**src/rtl/ulpi_reg_arbiter.sv**
```systemverilog
// ---------------------------------------------------------------------------
// ulpi_reg_arbiter
//
// Lets N_REQ on-chip requesters share the single ULPI PHY register-access
// path. Requesters are, for example, the init sequencer, the USB device core
// and a debug bridge. Only one register access is in flight at a time.
//
//   - Requesters are granted in round-robin order. A grant is only given
//     while the link is ready.
//   - The latched command is handed to the link engine with a valid/ready
//     handshake.
//   - If the link aborts the command (PHY took DIR for an RX CMD), the same
//     command is re-issued, up to MAX_RETRY times.
//   - Every attempt is bounded by TIMEOUT_CYCLES.
//   - The result goes back to the granted requester as a one-cycle
//     o_ack or o_err pulse, together with o_rdata.
//
// Ports
//   i_clk, i_rst      60 MHz ULPI clock, synchronous active-high reset
//   i_link_ready      PHY strap/reset sequence done; gates new grants only
//   i_req[k]          level request from requester k, held until ack/err
//   i_req_we[k]       1 = register write, 0 = register read
//   i_req_addr        6-bit address per requester, k at [6k+5:6k]
//   i_req_wdata       8-bit write data per requester, k at [8k+7:8k]
//   o_ack / o_err     one-cycle completion pulses, one bit per requester
//   o_rdata           read data while o_ack is high on a read, else 0
//   o_cmd_*           command to the ULPI link engine (valid/ready)
//   i_cmd_done        one-cycle pulse: command finished on the bus
//   i_cmd_abort       one-cycle pulse: command aborted by DIR
//   i_cmd_rdata       read data, valid with i_cmd_done
//   o_busy            high whenever an access is in progress
// ---------------------------------------------------------------------------
module ulpi_reg_arbiter #(
   parameter int N_REQ          = 4,
   parameter int MAX_RETRY      = 3,
   parameter int TIMEOUT_CYCLES = 255
) (
   input  logic               i_clk,
   input  logic               i_rst,
   input  logic               i_link_ready,
   input  logic [N_REQ-1:0]   i_req,
   input  logic [N_REQ-1:0]   i_req_we,
   input  logic [6*N_REQ-1:0] i_req_addr,
   input  logic [8*N_REQ-1:0] i_req_wdata,
   output logic [N_REQ-1:0]   o_ack,
   output logic [N_REQ-1:0]   o_err,
   output logic [7:0]         o_rdata,
   output logic               o_cmd_valid,
   input  logic               i_cmd_ready,
   output logic               o_cmd_we,
   output logic [5:0]         o_cmd_addr,
   output logic [7:0]         o_cmd_wdata,
   input  logic               i_cmd_done,
   input  logic               i_cmd_abort,
   input  logic [7:0]         i_cmd_rdata,
   output logic               o_busy
);

   localparam int PTR_W   = $clog2(N_REQ);
   localparam int TIMER_W = $clog2(TIMEOUT_CYCLES + 1);
   // A zero-retry build still needs a 1-bit counter.
   localparam int RETRY_W = (MAX_RETRY > 0) ? $clog2(MAX_RETRY + 1) : 1;

   localparam logic [TIMER_W-1:0] TIMER_LAST = TIMER_W'(TIMEOUT_CYCLES - 1);
   localparam logic [RETRY_W-1:0] RETRY_MAX  = RETRY_W'(MAX_RETRY);
   localparam logic [PTR_W-1:0]   PTR_LAST   = PTR_W'(N_REQ - 1);
   localparam logic [PTR_W:0]     N_REQ_EXT  = (PTR_W + 1)'(N_REQ);

   typedef enum logic [1:0] {
      ST_IDLE,
      ST_ISSUE,
      ST_WAIT,
      ST_RESP
   } state_t;

   state_t               state_reg;
   logic [PTR_W-1:0]     rr_ptr_reg;
   logic [PTR_W-1:0]     idx_reg;
   logic [RETRY_W-1:0]   retry_cnt_reg;
   logic [TIMER_W-1:0]   timer_reg;

   // Per-requester views of the flattened address/data buses.
   logic [5:0] req_addr_arr  [N_REQ];
   logic [7:0] req_wdata_arr [N_REQ];

   genvar gi;
   generate
      for (gi = 0; gi < N_REQ; gi++) begin : g_unpack
         assign req_addr_arr[gi]  = i_req_addr[6*gi +: 6];
         assign req_wdata_arr[gi] = i_req_wdata[8*gi +: 8];
      end
   endgenerate

   // Round-robin pick.
   // Scan rr_ptr, rr_ptr+1, ... and wrap modulo N_REQ, so that N_REQ
   // values that are not a power of two also work.
   logic             grant_found;
   logic [PTR_W-1:0] grant_idx;
   logic [PTR_W:0]   cand_ext;
   logic [PTR_W-1:0] cand_idx;

   always_comb begin
      grant_found = 1'b0;
      grant_idx   = rr_ptr_reg;
      cand_ext    = '0;
      cand_idx    = '0;
      for (int i = 0; i < N_REQ; i++) begin
         cand_ext = {1'b0, rr_ptr_reg} + (PTR_W + 1)'(i);
         if (cand_ext >= N_REQ_EXT) begin
            cand_ext = cand_ext - N_REQ_EXT;
         end
         cand_idx = cand_ext[PTR_W-1:0];
         if (!grant_found && i_req[cand_idx]) begin
            grant_found = 1'b1;
            grant_idx   = cand_idx;
         end
      end
   end

   logic [N_REQ-1:0] idx_onehot;
   assign idx_onehot = N_REQ'(1) << idx_reg;

   always_ff @(posedge i_clk) begin
      if (i_rst) begin
         state_reg     <= ST_IDLE;
         rr_ptr_reg    <= '0;
         idx_reg       <= '0;
         retry_cnt_reg <= '0;
         timer_reg     <= '0;
         o_ack         <= '0;
         o_err         <= '0;
         o_rdata       <= '0;
         o_cmd_valid   <= 1'b0;
         o_cmd_we      <= 1'b0;
         o_cmd_addr    <= '0;
         o_cmd_wdata   <= '0;
         o_busy        <= 1'b0;
      end else begin
         // Completion outputs are single-cycle pulses.
         o_ack <= '0;
         o_err <= '0;
         case (state_reg)
            ST_IDLE: begin
               if (i_link_ready && grant_found) begin
                  idx_reg       <= grant_idx;
                  o_cmd_we      <= i_req_we[grant_idx];
                  o_cmd_addr    <= req_addr_arr[grant_idx];
                  o_cmd_wdata   <= req_wdata_arr[grant_idx];
                  retry_cnt_reg <= '0;
                  o_cmd_valid   <= 1'b1;
                  o_busy        <= 1'b1;
                  state_reg     <= ST_ISSUE;
               end
            end
            ST_ISSUE: begin
               if (i_cmd_ready) begin
                  o_cmd_valid <= 1'b0;
                  timer_reg   <= '0;
                  state_reg   <= ST_WAIT;
               end
            end
            ST_WAIT: begin
               timer_reg <= timer_reg + TIMER_W'(1);
               // A done pulse wins over an abort or a timeout in the same cycle.
               if (i_cmd_done) begin
                  o_ack     <= idx_onehot;
                  o_rdata   <= o_cmd_we ? 8'h00 : i_cmd_rdata;
                  state_reg <= ST_RESP;
               end else if (i_cmd_abort) begin
                  if (retry_cnt_reg < RETRY_MAX) begin
                     // The command fields are still latched, so the
                     // re-issue is the same command.
                     retry_cnt_reg <= retry_cnt_reg + RETRY_W'(1);
                     o_cmd_valid   <= 1'b1;
                     state_reg     <= ST_ISSUE;
                  end else begin
                     o_err     <= idx_onehot;
                     state_reg <= ST_RESP;
                  end
               end else if (timer_reg == TIMER_LAST) begin
                  o_err     <= idx_onehot;
                  state_reg <= ST_RESP;
               end
            end
            ST_RESP: begin
               o_rdata    <= '0;
               o_busy     <= 1'b0;
               rr_ptr_reg <= (idx_reg == PTR_LAST) ? '0 : idx_reg + PTR_W'(1);
               state_reg  <= ST_IDLE;
            end
            default: begin
               state_reg <= ST_IDLE;
            end
         endcase
      end
   end

endmodule

```
**config.mk**
```make
export PLATFORM = sky130hd
export DESIGN_NAME = ulpi_reg_arbiter
export DESIGN_NICKNAME = d
export VERILOG_FILES = /design/src/rtl/ulpi_reg_arbiter.sv
export SDC_FILE = /design/constraint.sdc
export NUM_CORES = 1
export LEC_CHECK = 0
export BUFFER_PORTS_ARGS = -buffer_cell sky130_fd_sc_hd__buf_2
export CELL_PAD_IN_SITES_DETAIL_PLACEMENT = 0
export CELL_PAD_IN_SITES_GLOBAL_PLACEMENT = 1
export CORE_ASPECT_RATIO = 1.5
export CORE_MARGIN = 10
export CORE_UTILIZATION = 38
export CTS_BUF_LIST = sky130_fd_sc_hd__clkbuf_4
export CTS_CLUSTER_DIAMETER = 50
export DETAILED_ROUTE_END_ITERATION = 7
export PLACE_DENSITY = 0.93
export SLEW_MARGIN = 20
export SYNTH_ARGS = -nofsm -noshare
export SYNTH_HDL_FRONTEND = slang
export SYNTH_SLANG_ARGS = --single-unit
```
**constraint.sdc**
```tcl
create_clock -name i_clk -period 3.32 [get_ports i_clk]
set_input_delay 0.332 -clock i_clk [delete_from_list [all_inputs] [get_ports i_clk]]
set_output_delay 0.332 -clock i_clk [all_outputs]
set_load 0.01 [all_outputs]
```
==> results.md <==
- Routed Antenna Nets: 0
- CP Launch Type: flop
- Hold Buf Count CTS: 0
- Inserted Diodes: 0
- First-pass GRT wire length: 11,400 µm
- Leading area contributor after synthesis: dfxtp_1
- Area fraction of the dominant cell type after synthesis: 0.398
- Ports: 111
- Post-CTS sizing: 0
- Total gr overflow: 0
- Post-route cell area: 3120 µm²
- Final Skew: 0.0107 ns
- FP Rows: 35
- Worst Hold End: o_rdata[1]
- Top FF cell, synth: dfxtp_1
- Mean Syn Cell Area: 9.22 µm²
- Initial DRC Count: 88
- Crit end category: flop
- Final net count: 458
- Placed Instances: 440
- Synth top cells by count: dfxtp_1 (49), mux2i_1 (29), nand2_1 (27)
- Vias in the first global route: 2,424
- Worst Min Path Start: i_cmd_rdata[1]
- FILL cells: 593
- CTS H-tree lvls: 2
- Worst-Skew Late Latency: 0.36 ns
- Die footprint: 10,200 µm²
- Cell Count, Final, Fillers Out: 448
- CTS root buf: clkbuf_4
- Fin crit share: 0.670
- Final Setup Violations: 0
- R2r endpoint: o_cmd_wdata[6]
- Routability cong.: 0.804
- Layout area overhead: 26.6%
- Area of the multi-input gates: 1370 µm²
- Fmax: 0.449 GHz
- Cell Pwr Density: 467 nW/µm²
- Initial antenna violation count: 0
- CTS Buf Count: 5
- Worst hold path class: in2reg
- Area after DPL: 3030 µm²
- Warnings, synthesis: 0
- Dpl ws: 0.976 ns
- Worst Tran Pin Value: 0.675 ns
- Syn Std Cell Area: 2460 µm²
- RR Startpoint: rr_ptr_reg[1]
- CTS Sinks: 49
- Worst-case clock buffer depth: 2
- Most frequent cell after synthesis: dfxtp_1
- Number of synthesized register bits: 49
- Critical Path RT: 3.54 ns
- Setup ws final: 1.09 ns
- CTS tree: yes
- Remaining DRCs: 0
- Via count: 2,332
- Largest net degree at the start of global routing: 27
- Max_cap viols: 0
- Die width: 85.7 µm
- Sequential cell area: 981 µm²
- Min Hold Slack: 0.208 ns
- Post-synth EDFFs: 0
- Setup tns final: 0 ns
- Status: finished, final reports clean
- Initial core utilization: 0.396
- Sequential share of the synthesized area: 0.398
- Unrepaired setup endpoints after global routing: no
- Critical Path AT: 2.45 ns
- Fin. Hold Viols: 0
- Overall routing resource usage: 0.131
- Critical path class: reg2reg
- Slew headroom: 0.549
- Clock slew at reported path FFs: 0.15 ns
- I/O Buffers: 110
- Asr flop ratio synth: 0
- Detailed Route WL: 6980 µm
- Core footprint: 6220 µm²
- Fin crit period: 2.23 ns
- R2R setup slack: 1.09 ns
- Synth area leaders: dfxtp_1 (40%), mux2i_1 (12%), o221ai_1 (5.0%)
- Cells after Synth: 267
- Yosys cell types: 47
- DR WL/cell: 15.6 µm
- Crit Path Max Fanout: 18
- Die height: 119 µm
- Post-CTS setup buffers: 0
- Worst vdd ir: 0.375 mV
- Via density: 5.21
- Hold path cells: 3
- Fin. max-slew vios: 0
- HPWL after DPL: 5540 µm
- First-pass iteration count of the detailed router: 4
- Cell depth of the worst flop-to-flop path: 6
- Post-Syn Nets: 352
- Share of cells above drive strength 1: 0.353
- Leakage: 1.40 nW
-- worst max-delay path by stage --
stage	slack, ns	cells past startpoint	to	startpoint
floorplan	1.59	5	state_reg[0]	i_req[0]
global placement	1.08	7	o_cmd_addr[4]	i_req[3]
detailed placement	0.98	7	o_cmd_wdata[6]	i_req[3]
CTS	1.05	6	o_cmd_wdata[6]	rr_ptr_reg[1]
global route	0.93	6	o_cmd_addr[5]	rr_ptr_reg[1]
finish	1.09	6	o_cmd_wdata[6]	rr_ptr_reg[1]
-- routing by layer --
layer  global-route usage  vias to the layer above  part of all wire
li1                     -                     1165                 -
met1                0.140                     1072              0.41
met2                0.227                       87              0.49
met3               0.0509                        8             0.084
met4               0.0413                        0             0.016
met5                    0                        -                 0
-- cell families (layout without fill, tap and decap cells) --
kind of cell | Yosys count | in the layout | share of synthesized area
simple gates | 99 | 99 | 0.212
compound gates | 60 | 60 | 0.178
flops | 49 | 49 | 0.398
mux | 29 | 29 | 0.118
buf+inv | 20 | 127 | 0.0478
fa+ha+maj | 7 | 7 | 0.0356
xor+xnor | 3 | 3 | 0.0107
-- where the power goes --
part           internal (mW)  switching, mW  total (mW)
clock network          0.156          0.193       0.349
logic                  0.178          0.220       0.398
registers              0.652         0.0558       0.708
total                  0.986          0.469        1.45
-- area by class of cell --
type / instances / area share
clock buffers: 5 / 0.0120
clock inverters: 3 / 0.0132
flip-flops and latches: 49 / 0.315
inverters: 7 / 0.00843
well taps: 74 / 0.0297
multi-input cells: 198 / 0.441
repair buffers: 112 / 0.181
-- critical path: stages (launching register included) --
cell       delay, ns
dfxtp_1         0.45
nor3_1          0.12
a2111oi_4       0.33
or2_2           0.52
buf_4           0.28
mux2i_1         0.25
o221ai_1        0.15
-- placed cells by master (no fill, tap or decap), types with 5 or more instances in the layout --
master / Yosys / routed
nand3_1: 6 / 6
mux2i_1: 29 / 29
ha_1: 7 / 7
a21oi_1: 17 / 17
a22oi_1: 8 / 8
nand2b_1: 5 / 5
nor2b_1: 6 / 6
o221ai_1: 14 / 14
nor2_1: 23 / 23
nand2_1: 27 / 27
and2_1: 8 / 8
clkbuf_4: 0 / 5
buf_2: 1 / 110
inv_1: 7 / 7
dfxtp_1: 49 / 49
o21ai_0: 5 / 5
-- per-stage QoR --
stage / util / total power [mW]
global placement: 0.487 / 1.11
global route: 0.501 / 1.54
finish: 0.501 / 1.45
detailed placement: 0.487 / 1.12
CTS: 0.500 / 1.47
floorplan: - / 0.973
Power figures use the tool's default switching activity.
